## src/rtl/counter_mod_n.sv

```systemverilog
// Modulo-MODULUS up/down counter with clear, clamped load, combinational terminal count and registered wrap pulse.
// Optional prescaler on the count enable, compiled in with COUNTER_MOD_N_PRESCALE_EN.
module counter_mod_n #(
    parameter int WIDTH    = 4,
    parameter int MODULUS  = 7,
    parameter int PRESCALE = 1
) (
    input  logic             clk,
    input  logic             reset,
    input  logic             en,
    input  logic             up_dn,
    input  logic             clr,
    input  logic             load,
    input  logic [WIDTH-1:0] load_val,
    output logic [WIDTH-1:0] count,
    output logic             tc,
    output logic             wrap
);

    localparam logic [WIDTH-1:0] MAX = WIDTH'(MODULUS - 1);

    logic [WIDTH-1:0] count_nx;
    logic             wrap_nx;
    logic             step_ok;

`ifdef COUNTER_MOD_N_PRESCALE_EN
    localparam int PW = (PRESCALE > 1) ? $clog2(PRESCALE) : 1;

    logic [PW-1:0] pre;
    logic [PW-1:0] pre_nx;

    assign step_ok = (pre == PW'(PRESCALE - 1));

    always_comb begin
        pre_nx = pre;
        if (clr || load)
            pre_nx = '0;
        else if (en)
            pre_nx = step_ok ? '0 : pre + 1'b1;
    end

    always_ff @(posedge clk or posedge reset) begin
        if (reset)
            pre <= '0;
        else
            pre <= pre_nx;
    end
`else
    // Legal PRESCALE is >= 1, so this is constant 1 in every legal build.
    assign step_ok = (PRESCALE >= 1);
`endif

    assign tc = en & step_ok & (up_dn ? (count == MAX) : (count == '0));

    always_comb begin
        count_nx = count;
        wrap_nx  = 1'b0;
        if (clr) begin
            count_nx = '0;
        end else if (load) begin
            count_nx = (load_val > MAX) ? MAX : load_val;
        end else if (en && step_ok) begin
            if (up_dn) begin
                if (count == MAX) begin
                    count_nx = '0;
                    wrap_nx  = 1'b1;
                end else begin
                    count_nx = count + 1'b1;
                end
            end else begin
                if (count == '0) begin
                    count_nx = MAX;
                    wrap_nx  = 1'b1;
                end else begin
                    count_nx = count - 1'b1;
                end
            end
        end
    end

    always_ff @(posedge clk or posedge reset) begin
        if (reset) begin
            count <= '0;
            wrap  <= 1'b0;
        end else begin
            count <= count_nx;
            wrap  <= wrap_nx;
        end
    end

endmodule

```

## config.mk

```make
export PLATFORM = sky130hd
export DESIGN_NAME = counter_mod_n
export DESIGN_NICKNAME = d
export VERILOG_FILES = /design/src/rtl/counter_mod_n.sv
export SDC_FILE = /design/constraint.sdc
export NUM_CORES = 1
export LEC_CHECK = 0
export ABC_AREA = 0
export CORE_AREA = 3 3 40 42
export CTS_CLUSTER_DIAMETER = 150
export DETAILED_ROUTE_END_ITERATION = 7
export DIE_AREA = 0 0 43 45
export GPL_TIMING_DRIVEN = 0
export PLACE_DENSITY = 0.69
export SLEW_MARGIN = 20
export SYNTH_ARGS = -nofsm -noshare
export SYNTH_HDL_FRONTEND = slang
export SYNTH_SLANG_ARGS = --single-unit
```

## constraint.sdc

```tcl
create_clock -name clk -period 1.85 [get_ports clk]
set_input_delay 0.37 -clock clk [delete_from_list [all_inputs] [get_ports clk]]
set_output_delay 0.37 -clock clk [all_outputs]
set_load 0.01 [all_outputs]
```

Yosys cells after proc, flatten, opt, wreduce, memory -nomap -nowiden

Index checks and enable logic that the tools add are counted.

$add $sub $neg: 2
Bitwise gates (word level): 1
Reductions and logical operators: 2
Order comparisons: 1
Equal/unequal tests: 1
Muxes and demuxes: 14

Operators by type and width:

| cell                                                                  | count |
|---|---|
| 4-bit 2-to-1 mux                                                      | 7 |
| 1-bit 2-to-1 mux                                                      | 7 |
| 4-bit by 1-bit adder with 4-bit output, second input constant         | 1 |
| 4-bit by 3-bit equality test with 1-bit output, second input constant | 1 |
| 4-bit by 3-bit > comparator with 1-bit output, second input constant  | 1 |
| 4-bit logical NOT                                                     | 1 |
| 4-bit by 1-bit subtractor with 4-bit output, second input constant    | 1 |
| 3-bit nonzero test                                                    | 1 |
| 1-bit bitwise AND                                                     | 1 |

Output and inout port bits: 6
Bits in registers: 5
Logic and storage cells: 23

Longest topological paths before layout

Gate-level depths: netlist (run 1).

Depth in word-level cells: 6
Mapped depth: 6

Least setup slack after synthesis (run 1)

No wires, ideal clock.

Path kind: reg-to-output
From: register count[0]
To: output port tc
Path buffers: 0
Required time: 1480 ps
Stages on the path, launching flop included: 6
Setup slack: 43 ps
Arrival time: 1437 ps
Path through: dfrtp_1 -> inv_1 -> ha_1 -> or3b_4 -> a21oi_2 -> and2_2

Cells in the longest elaborated chain, start to end: 3

Ends and longest elaborated chain:

| item                                                                                | line | text |
|---|---|---|
| start, declared                                                                     | 15   | `output logic [WIDTH-1:0] count,` |
| start signal, assigned                                                              | 86   | `count <= count_nx;` |
| 4-bit by 3-bit equality test with 1-bit output or 4-bit logical NOT (tied branches) | 53   | `assign tc = en & step_ok & (up_dn ? (count == MAX) : (count == '0));` |
| 1-bit 2-to-1 mux (*)                                                                | 53   |  |
| 1-bit bitwise AND (*)                                                               | 53   |  |
| end, declared                                                                       | 16   | `output logic tc,` |

Every way passes the cells marked *; elsewhere a longest branch is shown, timed or not.

Final worst setup path (run 1)

Same ends and word-level chain as after synthesis.

==> results list, run 1 <==
- Number of clock sinks: 5
- The most critical setup path has its startpoint at count[0].
* Worst setup path class: reg2out
- Total count of max-transition violations in the final report: 0
* Commonest cells in the netlist: 5 x dfrtp_1, 5 x nor2_1, 4 x ha_1, 4 x inv_1
* Worst Setup End Kind: output pin
- The clock arrives with 0.00402 ns of skew.
- RSZ-0062 raised after global routing: true
- Total power density per cell area: approximately 580 mW/mm^2
- At the later pin of the worst-skew pair, clock insertion delay measures 0.25 ns.
- The detailed router placed 479 vias in this run.
- Row count: 13
* Highest attainable clock frequency: about 490 MHz
- The total area inside the core boundary comes to ~0.0013 sq mm.
- The setup check on the worst reg-to-reg path leaves a slack of roughly 0.15 ns.
* Synth-to-Final Area Change: 49.5%
- Of the available clock period, the critical path in the final layout requires 1.09.
* Violation count after the first detailed-routing iteration: 12
- Proportion of layout cells with a drive suffix above 1: 0.301
- Clock-pin slew was measured on the worst setup and hold paths at 0.05 ns.
- TritonCTS built the clock tree.
- Failing checks: negative setup slack
- Counting flops with a built-in enable in the synthesized netlist gives 0.
- After detailed routing, the number of remaining DRC violations is 0.
- Final wirelength: 1.22 mm
- In this run the tightest slew margin relative to its limit is 0.773.
- Starting density of the core: 0.366
* Slack of the critical path: -0.175 ns
* Die area: approximately 0.0019 sq mm
- Run status: finished with violations
- Path depth of the worst reg2reg path: 6
- Pin count of the biggest net entering global routing: 10
* Largest cells by area after synthesis: dfrtp_1 27%, ha_1 11%, mux2i_1 6.4%
- Setup violations remaining at the end of the flow were counted as 1.
- Hold slack: 0.323 ns
- Number of standard cells after synthesis: 52
- Prior to clock tree synthesis, the placed netlist has a worst setup slack of -0.568 ns.
* Via count of the first global-routing pass: 440
- Unique masters post-synth: 30
- After synthesis the cells add up to 470 sq um.
- In this run the number of H-tree levels came out at 1.
- Total leakage power: slightly above 0.3 nW
* Critical-path maximum fanout: 3
* TritonRoute pass-1 iters: 4
- dfrtp_1 takes more of the synthesized area than any other cell.
- Synthesis inferred 5 register bits.
- Core occupancy in the finished layout: 0.547
* Critical register-to-register path endpoint: count[0]
* Worst min-delay path class: in2async
- Number of buffers created by CTS: 3
- Setup TNS: -0.175 ns
- Data arrival, critical path: between 1.5 and 2 ns
- For this run, the number of Yosys warnings is 0.
- Max Buffers Root-to-Sink: 2
* Via density: 5.44
* Mean instance size in the synthesized netlist: around 9.0 sq um
- All-layer global routing usage: 0.137
- Routability-driven placement finished with a final weighted congestion of between 0.7 and 0.8.
* Height of the chip: approximately 45 microns
- Post-layout minimum cycle time: 2.02 ns
* Hold violation count in the final report: 0
* Setup crit end: tc
* First-pass GRT wire length: 1.97 mm
- Most used flip-flop cell after synthesis: dfrtp_1
- Fillcell total: 116
* Count of maximum capacitance violations: 0
* Antenna cell count: 0
- Startpoint of the worst-slack reg-to-reg timing path: count[1]
- IR analysis of the VDD net gives a maximum drop of 0.182 mV.
- Congestion Overflow GR: 0
* Average routed wire per standard cell: 13.9 microns
- Final net count: slightly below 90
- Counting every net in the synthesized netlist gives 66.
- At the worst endpoint, the required time is about 1.5 ns.
* Antenna-violating nets left: 0
* Sequential element share of the synthesized area: 0.266
* Number of antenna violations at the first check in global routing: 0
- Post-detail-place hpwl: between 800 and 900 microns
- Share of synthesized flip-flops with an asynchronous set or reset: 1.00
- Die outline width: ~43 microns
* Clock tree root driver cell: clkbuf_4
- Port Buf Inserts: 14
- Top-area cell type share of the netlist area: 0.266
- At the pin with the least slew margin, the transition time is 0.340 ns.
* Critical path launch point type: flip-flop
- In this run the count of I/O pins placed on the die edge is 16.
- Quantity of hold-fixing buffers added after cts: 0
[logic make-up (layout without fill, tap and decap cells)]
logic type	Yosys count	count (layout)	share of synthesized area
AO/OA/AOI/OAI	10	10	0.168
adder cells (fa/ha/maj)	4	4	0.106
buffers and inverters	6	27	0.0798
flip-flops	5	5	0.266
multiplexers	4	4	0.0878
AND/OR/NAND/NOR	23	23	0.293
[cells in the final DEF (no fill, tap or decap), types with 2 or more instances in the layout]
cell type        synthesis  routed
clkbuf_4                 0       3
mux2i_1                  3       3
ha_1                     4       3
nor2_1                   5       5
buf_4                    0       3
inv_2                    0       2
clkdlybuf4s50_1          0      13
nand3_1                  2       2
inv_1                    4       2
buf_6                    2       3
dfrtp_1                  5       3
dfrtp_2                  0       2
a31oi_1                  2       2
nand2_1                  3       3
a31o_2                   2       2
[stage by stage]
| stage | cell area, sq um | instances | power [mW] |
|---|---|---|---|
| finish | 703 | 88 | 0.408 |
| floorplan | 470 | 52 | 0.200 |
| CTS | 703 | 88 | 0.406 |
| global route | 703 | 88 | 0.428 |
| global placement | 629 | 81 | 0.252 |
| detailed placement | 629 | 81 | 0.254 |
[flip-flops by register name, summed over array words and instances (netlist names)]
register	flops
count	4
wrap	1
[worst max-delay path, cell delays in order, from the launching register on]
cell and delay, ns:
dfrtp_2 0.42, inv_2 0.09, ha_4 0.12, or3b_4 0.38
a21oi_4 0.15, and2_4 0.16, buf_6 0.09
[where the power goes]
part | leakage, nW | internal, mW | switching (mW)
Combinational | 0.229 | 0.0839 | 0.0666
Sequential | 0.0637 | 0.117 | 0.00712
Clock | 0.0150 | 0.0820 | 0.0512
Total | 0.307 | 0.283 | 0.125
[timing repair]
| item | in CTS | in global routing |
|---|---|---|
| resized for setup | 13 | 0 |
| setup buffers | 3 | 0 |
| pin swaps | 2 | 0 |
| endpoints found under the setup margin | 1 | 1 |
[area by class of cell]
cell class | instances | area, sq um | share of cell area
multi-input cells | 41 | 329 | 0.468
well taps | 15 | 18.8 | 0.0267
flip-flops and latches | 5 | 128 | 0.181
repair buffers | 17 | 164 | 0.233
clock buffers | 4 | 26.3 | 0.0374
plain buffers | 2 | 22.5 | 0.0320
inverters | 4 | 15.0 | 0.0214
[worst min-delay path by stage]
stage / start / end / cells after the start
floorplan: reset / count[0] / 1
global placement: reset / count[1] / 2
detailed placement: reset / wrap / 2
CTS: reset / count[2] / 2
global route: reset / count[2] / 2
finish: reset / count[2] / 2
[routing by layer]
| metal | global-route usage | part of all wire | vias to the layer above |
|---|---|---|---|
| li1 | - | - | 235 |
| met1 | 0.163 | 0.45 | 231 |
| met2 | 0.237 | 0.51 | 11 |
| met3 | 0.0239 | 0.030 | 2 |
| met4 | 0.0723 | 0.011 | 0 |
| met5 | 0 | 0 | - |
Power figures use the tool's default switching activity.
==> run 2, diff against run 1 <==
Settings changed: GPL_ROUTABILITY_DRIVEN set to 0, PLACE_DENSITY 0.69 to 0.65.
==> run 2 against run 1 <==
Effect of this change: the flow still finishes with violations (negative setup slack); highest routed layer unchanged; global-route usage rose by 0.27 points; via count fell by 1.0%; worst hold slack got worse by 0.018 ns; critical path depth did not move; cell count rose by 3.4%; maximum frequency rose by 0.18%.
==> results list, run 2 (same netlist as run 1, synthesis figures left out) <==
- Cell area after layout: 733 sq um
- Entering global routing, the biggest net connects 10 pins.
- The library cell used most frequently in the layout, excluding fill and tap cells, is clkdlybuf4s50_1.
* Worst slew margin: 0.796
* Worst setup path class: reg2out
- For this run, the number of standard cells in the final layout without fillers is 91.
* Final net count: 91
* Number of clock sinks: 5
* Critical path launch point type: flip-flop
- Global-route track usage on met2: 0.216
- The count of nets left with antenna violations once routing finished came out at 0.
* Final setup skew: roughly 0.005 ns
- In this run the number of H-tree levels came out at 1.
- Starting density of the core: 0.366
* Largest register FFs: 4
- During I/O placement, the number of pins put on the boundary was 16.
* Port Buf Inserts: 14
* Path depth of the worst reg2reg path: 7
- Setup violations remaining at the end of the flow were counted as 1.
- Violation count after the first detailed-routing iteration: 8
* Top register by number of flip-flops: count
- Clock tree root driver cell: clkbuf_4
- Busiest layer in global routing: met2
- Antenna cell count: 0
* Total count of max-transition violations in the final report: 0
* Total leakage power: 0.320 nW
* Row count: 13
- Post-layout minimum cycle time: 2.02 ns
- In this run the deepest clock path goes through 2 buffers.
- First-pass GRT wire length: between 1.5 and 2 mm
* TritonRoute pass-1 iters: 4
- The later pin in the worst-skew pair is clocked with a latency of 0.25 ns.
- Count of maximum capacitance violations: 0
- In the final routed layout, each cell accounts on average for 12.9 microns.
* Total number of vias: approximately 470
- The number of antenna violations at the first check in global routing is 0.
* Number of buffers created by CTS: 3
* Fillcell total: around 120
- After global routing the overflow that remains totals 0.
- Via density: 5.21
- Core occupancy in the finished layout: 0.571
* Data arrival, critical path: ~1.7 ns
* Hold slack: just over 0.3 ns
- From synthesis to final layout, the design area changed by 55.9%.
- For this run, the total global-route usage over all layers was measured as 0.140.
* # placed instances: 81
- For this run, design rule violations remaining after detail routing come to 0.
- Leaving out fill and tap cells, the most frequent cells in the layout are 13 x clkdlybuf4s50_1, 6 x buf_4, 5 x nor2_1.
* Die area: 0.00194 sq mm
- Post-detail-place hpwl: 750 microns
- Critical-path maximum fanout: 2
- Setup repair after global routing could not meet its margin everywhere.
- Measured along the x axis, the die boundary spans about 43 microns.
- The final reports fail on negative setup slack.
- Startpoint of the worst-slack reg-to-reg timing path: count[1]
- Worst Setup End Kind: output pin
- Placed standard-cell area: 629 sq um
- TritonCTS built the clock tree.
- GR met3 Demand/Resource: 0.0239
* Slack of the worst reg-to-reg path: approximately 0.1 ns
- For met1 alone, demand over resource in global routing was 0.167.
* Top Registers: count (4), wrap (1)
- The final number of hold-violating endpoints was 0.
* Proportion of layout cells with a drive suffix above 1: 0.355
* Placeable core region: between 0.001 and 0.0015 sq mm
* Height of the chip: roughly 45 microns
- Critical register-to-register path endpoint: count[0]
* Via count of the first global-routing pass: 411
* Run status: finished with violations
- Worst min-delay path class: in2async
* Fin crit share: 1.09
- Worst Path Required: about 1.5 ns
* Clk slew on worst S/H paths: 0.04 ns
- Dividing total power by cell area gives a power density of between 500 and 600 mW/mm^2.
* Slack of the critical path: -0.171 ns
- Slew at the pin closest to its max-slew limit: 0.306 ns
- After detailed routing, the total wire length is ~1.2 mm.
* Highest attainable clock frequency: about 490 MHz
- Worst ir drop on vdd: between 0.2 and 0.25 mV
run 2: through the flow:
step | setup TNS [ns] | total power, mW | setup WS, ns
2_1_floorplan | 0 | 0.200 | 0.0433
3_3_place_gp | -0.568 | 0.253 | -0.568
3_5_place_dp | -0.571 | 0.254 | -0.571
4_1_cts | -0.150 | 0.411 | -0.150
5_1_grt | -0.227 | 0.446 | -0.227
6_report | -0.171 | 0.418 | -0.171
run 2: routing by layer:
layer	share of wire	wire length, microns	up-vias
met5	0	0	-
met4	0.040	47	0
met3	0.063	74	5
met2	0.46	543	18
met1	0.43	506	213
li1	-	-	238
run 2: what timing repair did:
action	CTS	global route
setup buffers	5	1
hold buffers	0	0
cloned	0	0
pin swaps	2	1
gates resized for setup	13	2
endpoints found under the setup margin	1	2
endpoints found under the hold margin	0	0
run 2: power by group:
part | internal, mW | switching, mW
clock | 0.0818 | 0.0493
combinational | 0.0930 | 0.0702
sequential | 0.117 | 0.00648
total | 0.292 | 0.126
run 2: area by class of cell:
class | count | area [sq um] | share of cell area
multi-input cells | 41 | 337 | 0.459
repair buffers | 20 | 186 | 0.254
flip-flops and latches | 5 | 128 | 0.174
clock buffers | 4 | 26.3 | 0.0358
plain buffers | 2 | 22.5 | 0.0307
well taps | 15 | 18.8 | 0.0256
inverters | 4 | 15.0 | 0.0205
run 2: how the worst max path moves through the flow:
| stage | startpoint | end | slack (ns) |
|---|---|---|---|
| detailed placement | count[0] | tc | -0.57 |
| floorplan | count[0] | tc | 0.04 |
| CTS | count[1] | tc | -0.15 |
| finish | count[1] | tc | -0.17 |
| global route | count[1] | tc | -0.23 |
| global placement | count[0] | tc | -0.57 |
run 2: critical path, cell delays in order, from the launching register on:
cell and delay, ns:
dfrtp_2 0.42, inv_2 0.08, ha_4 0.13, or3b_4 0.38, a21oi_4 0.14, and2_4 0.16, buf_6 0.09
==> run 3, diff against run 2 <==
Settings changed: SKIP_CTS_REPAIR_TIMING set to 1.
==> run 3 against run 2 <==
Effect of this change: the run still ends with negative setup slack left; cell count down 2.2%; clock power down 3%; flip-flop and latch count unchanged; highest routed layer unchanged.
==> results list, run 3 (same netlist as run 1, synthesis figures left out) <==
* Top Registers: count (4), wrap (1)
- Highest attainable clock frequency: roughly 490 MHz
* Path depth of the worst reg2reg path: 7
- TritonRoute pass-1 iters: 4
- The routed design has ~1.1 mm of wire.
- Port Buf Inserts: 14
- The design draws 0.403 mW.
- CP Cell Sequence: inv_2 > ha_4 > or3b_4 > a21oi_4 > and2_4 > buf_6
* Busiest layer in global routing: met2
- Cell area after layout: roughly 710 sq um
- The checks that failed: negative setup slack.
- Congestion Overflow GR: 0
- For this configuration, the core starts out at a cell density of 0.366.
- Number of buffers created by CTS: 3
- RSZ-0062 raised after global routing: true
* Number of cells in the finished layout apart from fillers: a little under 90
* Clock network power share: 0.315
* Maximum single-stage delay on the critical path: roughly 0.42 ns
* Synth-to-Final Area Change: 51.1%
- The number of global-route vias before repair is just under 400.
- Clock tree root driver cell: clkbuf_4
- Final setup skew: 0.00621 ns
- For met3 alone, demand over resource in global routing was 0.0239.
* Worst setup path class: reg2out
- Critical path launch point type: flip-flop
- Clock tree synthesis found a total of 5 sinks.
- The path class of the tightest hold or removal check is in2async.
- Setup TNS: -0.185 ns
* Placeable core region: about 0.0013 sq mm
- At the worst endpoint, the required time is between 1 and 1.5 ns.
- I/O pin count: 16
* Endpoints failing setup: 1
* Part of the total power dissipated in sequential elements: 0.313
- The clock passes through at most 2 buffers.
- More flip-flops sit in one register than any other, and that register is count.
- Including well taps, the total number of placed cells is between 80 and 90.
* Worst ir drop on vdd: roughly 0.21 mV
* Slowest CP cell: dfrtp_2
* Antenna-violating nets left: 0
* Area taken by flip-flops and latches: 128 sq um
- Count of unresolved DRC violations after routing: 0
- The multi-input combinational cells in the finished layout cover a total of between 300 and 400 sq um.
* Fillcell total: 125
- In this run the power density over the cells is ~570 mW/mm^2.
- For this run, global-route usage on met1 was measured as 0.147.
- Sw Ratio: 0.290
- In the post-route analysis, the smallest setup slack over all paths is -0.185 ns.
- The number of antenna violations at the first check in global routing was 0.
- Post-layout minimum cycle time: between 2 and 2.5 ns
- Die area: approximately 0.0019 sq mm
* Final net count: between 80 and 90
* Die outline width: approximately 43 microns
* Row count: 13
- For the pin with the worst max-slew slack, the measured transition is between 0.3 and 0.4 ns.
- The top cell types in the final layout, fill and taps aside, are 13 x clkdlybuf4s50_1, 5 x nor2_1, 4 x buf_4.
* Total number of vias: 463
- In this run the power spent charging and discharging nets is about 0.12 mW.
* Violation count after the first detailed-routing iteration: 6
- Pin count of the biggest net entering global routing: 10
- The flow ran to the end, but the final reports show violations.
- All-layer global routing usage: 0.126
* Hold violation count in the final report: 0
- Proportion of power drawn by combinational gates: 0.372
- Proportion of layout cells with a drive suffix above 1: 0.311
- Global-route track usage on met2: 0.189
* Worst slew margin: 0.796
* Clock latency on the worst-skew pair: ~0.25 ns
- Critical-path maximum fanout: 4
- The register with the most flip-flops in the layout has 4 of them.
* Antenna cell count: 0
* Post-detail-place hpwl: 750 microns
* Via density: between 5 and 6
- Placed standard-cell area: 629 sq um
- The max-slew violation count came to 0.
- CTS tree: done
- The worst setup path is captured at an output pin.
* Data arrival, critical path: 1.67 ns
- Height of the chip: 45 microns
- Total leakage power: around 0.31 nW
* Design internal power: around 0.29 mW
- Of the available clock period, the critical path in the final layout requires 1.10.
- Average routed wire per standard cell: approximately 12 microns
- Clock-pin slew was measured on the worst setup and hold paths at ~0.050 ns.
- H-Tree Level Count: 1
- Leaving out fill and tap cells, the most frequent cell in the layout is clkdlybuf4s50_1.
* First-pass GRT wire length: between 1.5 and 2 mm
* Count of maximum capacitance violations: 0
==> run 3: worst paths after layout <==
path / start / to / slack [ns]
min reg2reg: count[0] / count[0] / 0.61
min: reset / count[2] / 0.32
max in group asynchronous: reset / count[1] / 1.35
max reg2reg: count[1] / count[0] / 0.14
min in group clk: up_dn / count[3] / 0.58
max: count[0] / tc / -0.19
==> run 3: power groups by stage <==
stage	Sequential, mW	Combinational (mW)	Clock (mW)
detailed placement	0.130	0.124	0
global route	0.127	0.165	0.141
global placement	0.129	0.124	0
floorplan	0.129	0.0708	0
CTS	0.128	0.125	0.131
finish	0.126	0.150	0.127
==> run 3: cell type report <==
cell class	count	share of cell area
buffer	2	0.0317
clock buffer	4	0.0370
inverter	4	0.0211
multi-input combinational	41	0.463
sequential	5	0.180
tap	15	0.0264
timing repair buffer	18	0.241
==> run 3: worst max-delay path: cells and delay by family (launching register included) <==
kind / cells / cell delay, ns
AND/OR/NAND/NOR: 2 / 0.53
flip-flops: 1 / 0.42
buffers and inverters: 2 / 0.18
adder cells (fa/ha/maj): 1 / 0.15
AO/OA/AOI/OAI: 1 / 0.13
==> run 3: metrics by stage <==
step,hold slack (ns),utilization,setup WS (ns)
6_report,0.317,0.553,-0.185
5_1_grt,0.352,0.553,-0.283
4_1_cts,0.316,0.510,-0.849
3_5_place_dp,0.573,0.490,-0.571
3_3_place_gp,0.577,0.490,-0.568
2_1_floorplan,0.149,-,0.0433
==> run 3: metal layers <==
| layer | vias up | part of all wire |
|---|---|---|
| li1 | 234 | - |
| met1 | 208 | 0.45 |
| met2 | 17 | 0.46 |
| met3 | 4 | 0.058 |
| met4 | 0 | 0.034 |
| met5 | - | 0 |
